==> src/rtl/id_ex_stage_if.sv <==
// ID/EX stage bus: decoded ID fields and WB write port in, registered EX fields,
// hazard controls and performance counters out.
interface id_ex_stage_if #(
  parameter int XLEN  = 32,
  parameter int CNT_W = 16
);
  logic [XLEN-1:0]  idPc;
  logic [4:0]       idRs1;
  logic [4:0]       idRs2;
  logic             idUsesRs1;
  logic             idUsesRs2;
  logic [4:0]       idRd;
  logic [XLEN-1:0]  idRdata1;
  logic [XLEN-1:0]  idRdata2;
  logic [XLEN-1:0]  idImm;
  logic             idRegWrite;
  logic             idMemRead;
  logic             idMemWrite;
  logic             idMemToReg;
  logic             idAluSrc;
  logic [3:0]       idAluOp;
  logic             idBranch;
  logic             idValid;
  logic [4:0]       wbRd;
  logic             wbRegWrite;
  logic [XLEN-1:0]  wbData;
  logic             flush;

  logic             pcWrite;
  logic             ifidWrite;
  logic [XLEN-1:0]  exPc;
  logic [XLEN-1:0]  exRdata1;
  logic [XLEN-1:0]  exRdata2;
  logic [XLEN-1:0]  exImm;
  logic [4:0]       exRs1;
  logic [4:0]       exRs2;
  logic [4:0]       exRd;
  logic             exRegWrite;
  logic             exMemRead;
  logic             exMemWrite;
  logic             exMemToReg;
  logic             exAluSrc;
  logic             exBranch;
  logic             exValid;
  logic [3:0]       exAluOp;
  logic [CNT_W-1:0] stallCount;
  logic [CNT_W-1:0] flushCount;

  modport master (
    output idPc, idRs1, idRs2, idUsesRs1, idUsesRs2, idRd, idRdata1, idRdata2,
           idImm, idRegWrite, idMemRead, idMemWrite, idMemToReg, idAluSrc,
           idAluOp, idBranch, idValid, wbRd, wbRegWrite, wbData, flush,
    input  pcWrite, ifidWrite, exPc, exRdata1, exRdata2, exImm, exRs1, exRs2,
           exRd, exRegWrite, exMemRead, exMemWrite, exMemToReg, exAluSrc,
           exBranch, exValid, exAluOp, stallCount, flushCount
  );

  modport slave (
    input  idPc, idRs1, idRs2, idUsesRs1, idUsesRs2, idRd, idRdata1, idRdata2,
           idImm, idRegWrite, idMemRead, idMemWrite, idMemToReg, idAluSrc,
           idAluOp, idBranch, idValid, wbRd, wbRegWrite, wbData, flush,
    output pcWrite, ifidWrite, exPc, exRdata1, exRdata2, exImm, exRs1, exRs2,
           exRd, exRegWrite, exMemRead, exMemWrite, exMemToReg, exAluSrc,
           exBranch, exValid, exAluOp, stallCount, flushCount
  );
endinterface

==> src/rtl/id_ex_stage.sv <==
// ID/EX pipeline register with load-use hazard detection, WB-to-ID bypass on
// latch, branch-flush bubbles and saturating stall/flush counters.
module id_ex_stage #(
  parameter int XLEN  = 32,
  parameter int CNT_W = 16
) (
  input logic          clk,
  input logic          reset,
  id_ex_stage_if.slave bus
);

  typedef struct packed {
    logic [XLEN-1:0] pc;
    logic [XLEN-1:0] rdata1;
    logic [XLEN-1:0] rdata2;
    logic [XLEN-1:0] imm;
    logic [4:0]      rs1;
    logic [4:0]      rs2;
    logic [4:0]      rd;
    logic [3:0]      alu_op;
    logic            reg_write;
    logic            mem_read;
    logic            mem_write;
    logic            mem_to_reg;
    logic            alu_src;
    logic            branch;
    logic            valid;
  } ex_t;

  ex_t              ex_q;
  ex_t              ex_d;
  logic             load_use;
  logic             stall;
  logic [CNT_W-1:0] stall_cnt;
  logic [CNT_W-1:0] flush_cnt;

  // Hazard detection against the instruction currently held in EX; reset
  // forces the PC and IF/ID enables high.
  always_comb begin
    load_use = ex_q.valid && ex_q.mem_read && (ex_q.rd != 5'd0) && bus.idValid &&
               ((bus.idUsesRs1 && (bus.idRs1 == ex_q.rd)) ||
                (bus.idUsesRs2 && (bus.idRs2 == ex_q.rd)));
    stall    = load_use && !bus.flush && !reset;
  end

  assign bus.pcWrite   = !stall;
  assign bus.ifidWrite = !stall;

  // Next EX contents for a normal advance: WB bypass on operands (x0 never
  // bypassed), control flags zeroed when ID holds no real instruction.
  always_comb begin
    ex_d        = '0;
    ex_d.pc     = bus.idPc;
    ex_d.imm    = bus.idImm;
    ex_d.rs1    = bus.idRs1;
    ex_d.rs2    = bus.idRs2;
    ex_d.rd     = bus.idRd;
    ex_d.alu_op = bus.idAluOp;
    ex_d.valid  = bus.idValid;
    ex_d.rdata1 = (bus.wbRegWrite && (bus.wbRd != 5'd0) && (bus.wbRd == bus.idRs1)) ?
                  bus.wbData : bus.idRdata1;
    ex_d.rdata2 = (bus.wbRegWrite && (bus.wbRd != 5'd0) && (bus.wbRd == bus.idRs2)) ?
                  bus.wbData : bus.idRdata2;
    if (bus.idValid) begin
      ex_d.reg_write  = bus.idRegWrite;
      ex_d.mem_read   = bus.idMemRead;
      ex_d.mem_write  = bus.idMemWrite;
      ex_d.mem_to_reg = bus.idMemToReg;
      ex_d.alu_src    = bus.idAluSrc;
      ex_d.branch     = bus.idBranch;
    end
  end

  // Pipeline register: flush or stall loads an all-zero bubble.
  always_ff @(posedge clk or posedge reset) begin
    if (reset) begin
      ex_q <= '0;
    end else if (bus.flush || stall) begin
      ex_q <= '0;
    end else begin
      ex_q <= ex_d;
    end
  end

  // Saturating bubble counters; flush takes priority so a cycle counts once.
  always_ff @(posedge clk or posedge reset) begin
    if (reset) begin
      stall_cnt <= '0;
      flush_cnt <= '0;
    end else if (bus.flush) begin
      if (flush_cnt != {CNT_W{1'b1}}) flush_cnt <= flush_cnt + 1'b1;
    end else if (stall) begin
      if (stall_cnt != {CNT_W{1'b1}}) stall_cnt <= stall_cnt + 1'b1;
    end
  end

  assign bus.exPc       = ex_q.pc;
  assign bus.exRdata1   = ex_q.rdata1;
  assign bus.exRdata2   = ex_q.rdata2;
  assign bus.exImm      = ex_q.imm;
  assign bus.exRs1      = ex_q.rs1;
  assign bus.exRs2      = ex_q.rs2;
  assign bus.exRd       = ex_q.rd;
  assign bus.exAluOp    = ex_q.alu_op;
  assign bus.exRegWrite = ex_q.reg_write;
  assign bus.exMemRead  = ex_q.mem_read;
  assign bus.exMemWrite = ex_q.mem_write;
  assign bus.exMemToReg = ex_q.mem_to_reg;
  assign bus.exAluSrc   = ex_q.alu_src;
  assign bus.exBranch   = ex_q.branch;
  assign bus.exValid    = ex_q.valid;
  assign bus.stallCount = stall_cnt;
  assign bus.flushCount = flush_cnt;

endmodule
==> src/flat_wrapper.sv <==
// flat-port wrapper written by rule: the top's interface ports become plain ports
module id_ex_stage_flat 
#(
  parameter int XLEN  = 32,
  parameter int CNT_W = 16
)
  (clk, reset, bus_idPc, bus_idRs1, bus_idRs2, bus_idUsesRs1, bus_idUsesRs2, bus_idRd, bus_idRdata1, bus_idRdata2, bus_idImm, bus_idRegWrite, bus_idMemRead, bus_idMemWrite, bus_idMemToReg, bus_idAluSrc, bus_idAluOp, bus_idBranch, bus_idValid, bus_wbRd, bus_wbRegWrite, bus_wbData, bus_flush, bus_pcWrite, bus_ifidWrite, bus_exPc, bus_exRdata1, bus_exRdata2, bus_exImm, bus_exRs1, bus_exRs2, bus_exRd, bus_exRegWrite, bus_exMemRead, bus_exMemWrite, bus_exMemToReg, bus_exAluSrc, bus_exBranch, bus_exValid, bus_exAluOp, bus_stallCount, bus_flushCount);
  id_ex_stage_if #(.XLEN(XLEN), .CNT_W(CNT_W)) bus_i ();
  input logic clk;
  input logic reset;
  input wire logic [$bits(bus_i.idPc)-1:0] bus_idPc;
  input wire logic [$bits(bus_i.idRs1)-1:0] bus_idRs1;
  input wire logic [$bits(bus_i.idRs2)-1:0] bus_idRs2;
  input wire logic [$bits(bus_i.idUsesRs1)-1:0] bus_idUsesRs1;
  input wire logic [$bits(bus_i.idUsesRs2)-1:0] bus_idUsesRs2;
  input wire logic [$bits(bus_i.idRd)-1:0] bus_idRd;
  input wire logic [$bits(bus_i.idRdata1)-1:0] bus_idRdata1;
  input wire logic [$bits(bus_i.idRdata2)-1:0] bus_idRdata2;
  input wire logic [$bits(bus_i.idImm)-1:0] bus_idImm;
  input wire logic [$bits(bus_i.idRegWrite)-1:0] bus_idRegWrite;
  input wire logic [$bits(bus_i.idMemRead)-1:0] bus_idMemRead;
  input wire logic [$bits(bus_i.idMemWrite)-1:0] bus_idMemWrite;
  input wire logic [$bits(bus_i.idMemToReg)-1:0] bus_idMemToReg;
  input wire logic [$bits(bus_i.idAluSrc)-1:0] bus_idAluSrc;
  input wire logic [$bits(bus_i.idAluOp)-1:0] bus_idAluOp;
  input wire logic [$bits(bus_i.idBranch)-1:0] bus_idBranch;
  input wire logic [$bits(bus_i.idValid)-1:0] bus_idValid;
  input wire logic [$bits(bus_i.wbRd)-1:0] bus_wbRd;
  input wire logic [$bits(bus_i.wbRegWrite)-1:0] bus_wbRegWrite;
  input wire logic [$bits(bus_i.wbData)-1:0] bus_wbData;
  input wire logic [$bits(bus_i.flush)-1:0] bus_flush;
  output wire logic [$bits(bus_i.pcWrite)-1:0] bus_pcWrite;
  output wire logic [$bits(bus_i.ifidWrite)-1:0] bus_ifidWrite;
  output wire logic [$bits(bus_i.exPc)-1:0] bus_exPc;
  output wire logic [$bits(bus_i.exRdata1)-1:0] bus_exRdata1;
  output wire logic [$bits(bus_i.exRdata2)-1:0] bus_exRdata2;
  output wire logic [$bits(bus_i.exImm)-1:0] bus_exImm;
  output wire logic [$bits(bus_i.exRs1)-1:0] bus_exRs1;
  output wire logic [$bits(bus_i.exRs2)-1:0] bus_exRs2;
  output wire logic [$bits(bus_i.exRd)-1:0] bus_exRd;
  output wire logic [$bits(bus_i.exRegWrite)-1:0] bus_exRegWrite;
  output wire logic [$bits(bus_i.exMemRead)-1:0] bus_exMemRead;
  output wire logic [$bits(bus_i.exMemWrite)-1:0] bus_exMemWrite;
  output wire logic [$bits(bus_i.exMemToReg)-1:0] bus_exMemToReg;
  output wire logic [$bits(bus_i.exAluSrc)-1:0] bus_exAluSrc;
  output wire logic [$bits(bus_i.exBranch)-1:0] bus_exBranch;
  output wire logic [$bits(bus_i.exValid)-1:0] bus_exValid;
  output wire logic [$bits(bus_i.exAluOp)-1:0] bus_exAluOp;
  output wire logic [$bits(bus_i.stallCount)-1:0] bus_stallCount;
  output wire logic [$bits(bus_i.flushCount)-1:0] bus_flushCount;
  assign bus_i.idPc = bus_idPc;
  assign bus_i.idRs1 = bus_idRs1;
  assign bus_i.idRs2 = bus_idRs2;
  assign bus_i.idUsesRs1 = bus_idUsesRs1;
  assign bus_i.idUsesRs2 = bus_idUsesRs2;
  assign bus_i.idRd = bus_idRd;
  assign bus_i.idRdata1 = bus_idRdata1;
  assign bus_i.idRdata2 = bus_idRdata2;
  assign bus_i.idImm = bus_idImm;
  assign bus_i.idRegWrite = bus_idRegWrite;
  assign bus_i.idMemRead = bus_idMemRead;
  assign bus_i.idMemWrite = bus_idMemWrite;
  assign bus_i.idMemToReg = bus_idMemToReg;
  assign bus_i.idAluSrc = bus_idAluSrc;
  assign bus_i.idAluOp = bus_idAluOp;
  assign bus_i.idBranch = bus_idBranch;
  assign bus_i.idValid = bus_idValid;
  assign bus_i.wbRd = bus_wbRd;
  assign bus_i.wbRegWrite = bus_wbRegWrite;
  assign bus_i.wbData = bus_wbData;
  assign bus_i.flush = bus_flush;
  assign bus_pcWrite = bus_i.pcWrite;
  assign bus_ifidWrite = bus_i.ifidWrite;
  assign bus_exPc = bus_i.exPc;
  assign bus_exRdata1 = bus_i.exRdata1;
  assign bus_exRdata2 = bus_i.exRdata2;
  assign bus_exImm = bus_i.exImm;
  assign bus_exRs1 = bus_i.exRs1;
  assign bus_exRs2 = bus_i.exRs2;
  assign bus_exRd = bus_i.exRd;
  assign bus_exRegWrite = bus_i.exRegWrite;
  assign bus_exMemRead = bus_i.exMemRead;
  assign bus_exMemWrite = bus_i.exMemWrite;
  assign bus_exMemToReg = bus_i.exMemToReg;
  assign bus_exAluSrc = bus_i.exAluSrc;
  assign bus_exBranch = bus_i.exBranch;
  assign bus_exValid = bus_i.exValid;
  assign bus_exAluOp = bus_i.exAluOp;
  assign bus_stallCount = bus_i.stallCount;
  assign bus_flushCount = bus_i.flushCount;
  id_ex_stage #(.XLEN(XLEN), .CNT_W(CNT_W)) u_core (.clk(clk), .reset(reset), .bus(bus_i));
endmodule
==> config.mk <==
export PLATFORM = sky130hd
export DESIGN_NAME = id_ex_stage_flat
export DESIGN_NICKNAME = d
export VERILOG_FILES = /design/src/rtl/id_ex_stage_if.sv /design/src/rtl/id_ex_stage.sv /design/src/flat_wrapper.sv
export SDC_FILE = /design/constraint.sdc
export NUM_CORES = 1
export LEC_CHECK = 0
export ABC_AREA = 1
export BUFFER_PORTS_ARGS = -buffer_cell sky130_fd_sc_hd__buf_2
export CORE_AREA = 3 3 148 150
export CTS_BUF_LIST = sky130_fd_sc_hd__clkbuf_8
export DETAILED_ROUTE_END_ITERATION = 8
export DIE_AREA = 0 0 151 153
export PLACE_DENSITY = 0.72
export SLEW_MARGIN = 5
export SYNTH_ARGS = -nofsm -noshare
export SYNTH_HDL_FRONTEND = slang
export SYNTH_SLANG_ARGS = --single-unit
==> constraint.sdc <==
create_clock -name clk -period 8.3 [get_ports clk]
set_input_delay 1.66 -clock clk [delete_from_list [all_inputs] [get_ports clk]]
set_output_delay 1.66 -clock clk [all_outputs]
set_load 0.01 [all_outputs]
==> reports/metrics.cfg, run 1 <==
[run_status]
status = finished clean

[worst_hold_path]
hold_class = flop to flop

[detailed_routing]
avgViaCountPerCell = 4.63
wl_microns = 24300
drc = 0
drtIter0Drc = 369
ant_nets = 0
vias = 7175
drt_pass1_iterations = 6
wl_per_cell_microns = 15.6

[grt]
met3_usage = 0.0614
grtUsageTotal = 0.203
grt_pass1_vias = 6929
antenna_found_initial = 6
grt.met2_usage = 0.345
grt_pass1_wl_microns = 36600
grt_max_degree = 85
grt_util_met1 = 0.249
grt_overflow_total = 0
grt-busiest-layer = met2

[clock_tree]
cts_tree = built
clock-sinks = 186
clk_latency_ps = 460
path_clk_slew_ps = 100
cts_resized = 0
ctsRootBufferMaster = clkbuf_8
cts_buffers = 17
cts_setup_buffers = 0
cts_max_level = 4
cts-hold-fix-buffers = 0
clock_path_buffers = 2

[placement]
port_buffers = 384
dp_hpwl_microns = 18000
routabilityCongestion = 0.879

[synthesis]
yosysSeqAreaShare = 0.596
post-synth-top-count-cell = dfrtp_1
synth.distinct_cells = 25
async_flop_share = 1.00
synth_seq_cells = 186
yosysWarningCount = 0
synth.avg_cell_area_sq_um = 8.80
netlist_instances = 888
synthTopCellsByCount = dfrtp_1 (186), nand2_1 (173), inv_1 (133), nor2_1 (131), nand3_1 (105)
synth_nets = 1087
synth_top_area_share = 0.596
synth_edf_count = 0
yosys-top-cells-area = dfrtp_1 (60%), nand2_1 (8.3%), nand3_1 (6.7%)
synth_top_area_cell = dfrtp_1
netlist_area_sq_mm = 0.00781
synth_flop_cell = dfrtp_1

[sta]
fin_skew_ps = 18.4
min_period_ps = 4430
slew_viol_final = 0
final_hold_viol_count = 0
setup_viol = 0
fmax_mhz = 226
tns_ps = 0
tightest_slew_ps = 1240
slew_headroom = 0.171
rsz0062_at_grt = no
min_period_over_period = 0.533

[worst_setup_path]
path_cells = buf_2 -> inv_1 -> nand2_1 -> nand2_1 -> nor2_1 -> nand3_2 -> nand2_2 -> nand2_4 -> buf_2
rrSetupSlack_ps = 5270
path_delay_family = simple AND/OR/NAND/NOR gates
cp-end-kind = primary output
startpoint_type = primary input
slowest_delay_ps = 200
crit_path_top_delay_cell = nor2_1
cp.arrival_ps = 2770
cp.required_ps = 6640
cp_max_fo = 11
critical_path_buf_inv_count = 3
path_class = primary input to primary output

[floorplan]
dieWidth_microns = 151
ios = 385
floorplan.die_area_sq_mm = 0.0231
initial_core_util = 0.375
core_area_sq_mm = 0.0208
num_rows = 53
die_y_microns = 153

[final_layout]
drive_above_1_share = 0.342
nFillCells = 2022
nNetsFinal = 1460
multi_input_area_sq_mm = 0.00244
regArea_sq_mm = 0.00465
area_growth_pct = 32.2

[power_and_ir_drop]
total_power_uw = 1910
vdd_ir_drop_max_mv = 0.0987
p_per_area_mw_per_mm2 = 185
leakage_uw = 0.00596

[flow_run]
maxCapViolations = 0

metrics by stage:
stage	instances	worst slack [ps]	hold slack (ps)	util	cell area [sq um]
final	1550	3870	523	0.496	10300
after global routing	1550	3730	563	0.496	10300
after CTS	1548	3820	524	0.496	10300
after detailed placement	1517	3830	500	0.477	9930
after global placement	1517	3880	491	0.477	9930
after floorplan	888	1310	529	-	7820
cells in the final DEF (no fill, tap or decap), drive strengths merged:
cell type and n:
clkbuf 17, diode 2, inv 140, bufinv 2, o21bai 8, nor2 132, clkinvlp 4, xor2 12
o21ai 9, nand2 176, buf 392, ha 2, nor3 7, xnor2 11, a21oi 65, dfrtp 186
nand3 106, clkinv 2, nand4 2
worst register-to-register path, stage by stage, from the launching register on:
cell     delay (ps)
dfrtp_1         440
inv_1           100
nand2_1          70
nand2_1          50
nor2_1          180
nand3_2         130
nand2_2         190
nand2_4         160
nand2_4         560
buf_4           780
a21oi_1         200
cell families after synthesis:
group	after synthesis	synth area share
buf+inv	172	0.0935
flops	186	0.596
compound gates	82	0.0560
xor+xnor	23	0.0258
fa+ha+maj	2	0.00320
simple gates	423	0.226
layer usage:
layer	part of all wire	vias up
met2	0.50	327
met5	0.0025	-
met1	0.39	3332
met4	0.019	8
met3	0.087	45
li1	-	3463
worst paths after layout:
check,from,end,cells past startpoint
worst max-delay path,bus_idRs1[4],bus_pcWrite,9
worst min-delay path,u_core.bus.flushCount[2],u_core.bus.flushCount[2],1
worst max register to register,u_core.bus.exRd[2],u_core.bus.exRdata1[29],10
worst min register to register,u_core.bus.flushCount[2],u_core.bus.flushCount[2],1
max in group asynchronous,reset,u_core.bus.flushCount[11],4
min in group asynchronous,reset,u_core.bus.exRd[3],3
power breakdown:
part	total, uW	switching, uW	internal (uW)	leakage, uW
clock	618	343	275	0.000196
combinational	297	179	118	0.00338
sequential	992	29.8	962	0.00238
state kept, by name (all words and copies together) (netlist names):
register,flops
u_core.bus.exAluOp,4
u_core.bus.exAluSrc,1
u_core.bus.exBranch,1
u_core.bus.exImm,32
u_core.bus.exMemRead,1
u_core.bus.exMemToReg,1
u_core.bus.exMemWrite,1
u_core.bus.exPc,32
u_core.bus.exRd,5
u_core.bus.exRdata1,32
u_core.bus.exRdata2,32
u_core.bus.exRegWrite,1
u_core.bus.exRs1,5
u_core.bus.exRs2,5
u_core.bus.exValid,1
u_core.bus.flushCount,16
u_core.bus.stallCount,16
area by class of cell:
class / count / area share
Multi-Input combinational cell: 530 / 0.236
Clock buffer: 17 / 0.0226
Sequential cell: 186 / 0.451
Inverter: 134 / 0.0490
Antenna cell: 2 / 0.000484
Clock inverter: 14 / 0.0159
Timing Repair Buffer: 392 / 0.192
Tap cell: 275 / 0.0333
No activity file was read; power rests on OpenSTA's default activity.
==> run 2, diff against run 1 <==
Clock period 8.3 ns to 3.6 ns, I/O delays scaled along.
==> run 2 against run 1 <==
Via count grew 1.6%. Utilization grew 0.59 points. Clock skew shrank 1.7 ps. Sequential power grew 130%. Non-clock buffer count grew 2. Critical endpoint unchanged. First-iteration DRC count grew 8.7%. Critical path type is now flop to primary output. Count of clock-buffer cells in the layout is the same. Register-to-register slack lost 4000 ps. Highest routed layer unchanged. Cell count grew 0.19%. Hold slack lost 83 ps. Combinational power grew 140%. Largest cell class unchanged. Clock power grew 130%.
==> reports/metrics.cfg, run 2 (synthesized netlist as in run 1, its figures left out) <==
[run_status]
status = finished clean

[power_and_ir_drop]
switching_share = 0.314
vdd_ir_drop_max_mv = 0.193
seqPwrFrac = 0.516
p_per_area_mw_per_mm2 = 424
pwr-share-comb = 0.158
pwr-share-clk = 0.326
internal_power_uw = 3040
total_power_uw = 4430
switchingPower_uw = 1390
leakage_uw = 0.00599

[floorplan]
core_area_sq_mm = 0.0208
num_rows = 53
dieWidth_microns = 151
die_y_microns = 153
initial_core_util = 0.375
ios = 385
floorplan.die_area_sq_mm = 0.0231

[detailed_routing]
drtIter0Drc = 401
drc = 0
vias = 7289
wl_microns = 24700
drt_pass1_iterations = 5
avgViaCountPerCell = 4.69
wl_per_cell_microns = 15.9
ant_nets = 0

[final_layout]
area_growth_pct = 33.8
final_area_sq_mm = 0.0105
nNetsFinal = 1462
layout_commonest_cell = buf_2
layout.cells.most_common_list = buf_2 (384), dfrtp_1 (186), nand2_1 (173), inv_1 (132), nor2_1 (127)
drive_above_1_share = 0.355

[worst_setup_path]
cpMostUsedCell = nand2_1
cp_max_fo = 11
rrSetupSlack_ps = 1270
ff2ff_path_depth = 10
crit_end = bus_pcWrite
cp-end-kind = primary output
startpoint_type = flop
path_class = flop to primary output
cp.required_ps = 2880
crit_path_top_delay_cell = dfrtp_1
reg2reg_from = u_core.bus.exRd[2]
cp.arrival_ps = 2020
slowest_delay_ps = 490
path_cells = inv_1 -> nand2_1 -> nand2_1 -> nor2_1 -> nand3_2 -> nand2_2 -> nand2_4 -> buf_2
crit_start = u_core.bus.exRd[2]
regToRegEndpoint = u_core.bus.exRd[2]

[placement]
place_area_sq_mm = 0.0100
port_buffers = 384
routabilityCongestion = 0.908
dp_hpwl_microns = 18500

[clock_tree]
cts-hold-fix-buffers = 0
clk_latency_ps = 470
cts_buffers = 17
clock-sinks = 186
clock_path_buffers = 2
path_clk_slew_ps = 120
cts_tree = built
cts_setup_buffers = 0
cts_max_level = 4
cts_resized = 0
ctsRootBufferMaster = clkbuf_8

[sta]
fin_skew_ps = 16.7
tns_ps = 0
fmax_mhz = 365
final_hold_viol_count = 0
tightest_slew_ps = 972
min_period_ps = 2740
slew_viol_final = 0
slew_headroom = 0.352
setup_viol = 0
rsz0062_at_grt = no
min_period_over_period = 0.760

[flow_run]
maxCapViolations = 0

[grt]
grt_pass1_wl_microns = 38200
grt_overflow_total = 0
antenna_found_initial = 4
grt_pass1_vias = 7081
grtUsageTotal = 0.213
grt_max_degree = 187

[worst_hold_path]
hp-start = bus_idImm[23]
hold_class = primary input to flop

-- run 2: stage by stage --
stage          worst slack [ps]  hold WS [ps]  cells   util
6_report                    863           440   1553  0.502
5_1_grt                     743           394   1552  0.502
4_1_cts                     818           398   1551  0.502
3_5_place_dp                965           505   1519  0.482
3_3_place_gp               1010           490   1519  0.482
2_1_floorplan             -1390           529    888      -
-- run 2: critical path: cells and delay by family, from the launching register on --
family,cells,cell delay [ps]
DFF,1,490
buffers and inverters,2,310
and+or+nand+nor,6,750
-- run 2: how the worst min path moves through the flow --
stage	endpoint	cells past startpoint
6_report	u_core.bus.exImm[23]	3
5_1_grt	u_core.bus.exImm[23]	3
4_1_cts	u_core.bus.exImm[9]	3
3_5_place_dp	u_core.bus.flushCount[15]	2
3_3_place_gp	u_core.bus.flushCount[15]	2
2_1_floorplan	u_core.bus.stallCount[12]	2
-- run 2: cell type report --
cell class	instances	area, sq um
fill	2045	10400
multi-input combinational	530	2500
sequential	186	4650
timing repair buffer	394	2020
tap	275	344
antenna	2	5.00
clock buffer	17	234
inverter	134	507
clock inverter	15	189
-- run 2: power groups by stage --
stage	Clock [uW]	Combinational [uW]	Sequential, uW
after global routing	1580	785	2310
after floorplan	0	296	2390
after global placement	0	698	2330
final	1440	700	2290
after CTS	1490	713	2290
after detailed placement	0	710	2330
-- run 2: per-layer routing --
| layer | wire length [microns] | global-route usage | up-vias | part of all wire |
|---|---|---|---|---|
| met1 | 9490 | 0.264 | 3413 | 0.38 |
| met4 | 440 | 0.0613 | 6 | 0.018 |
| met3 | 2330 | 0.0623 | 38 | 0.094 |
| met2 | 12400 | 0.359 | 350 | 0.50 |
| li1 | - | - | 3482 | - |
| met5 | 47 | 0 | - | 0.0019 |
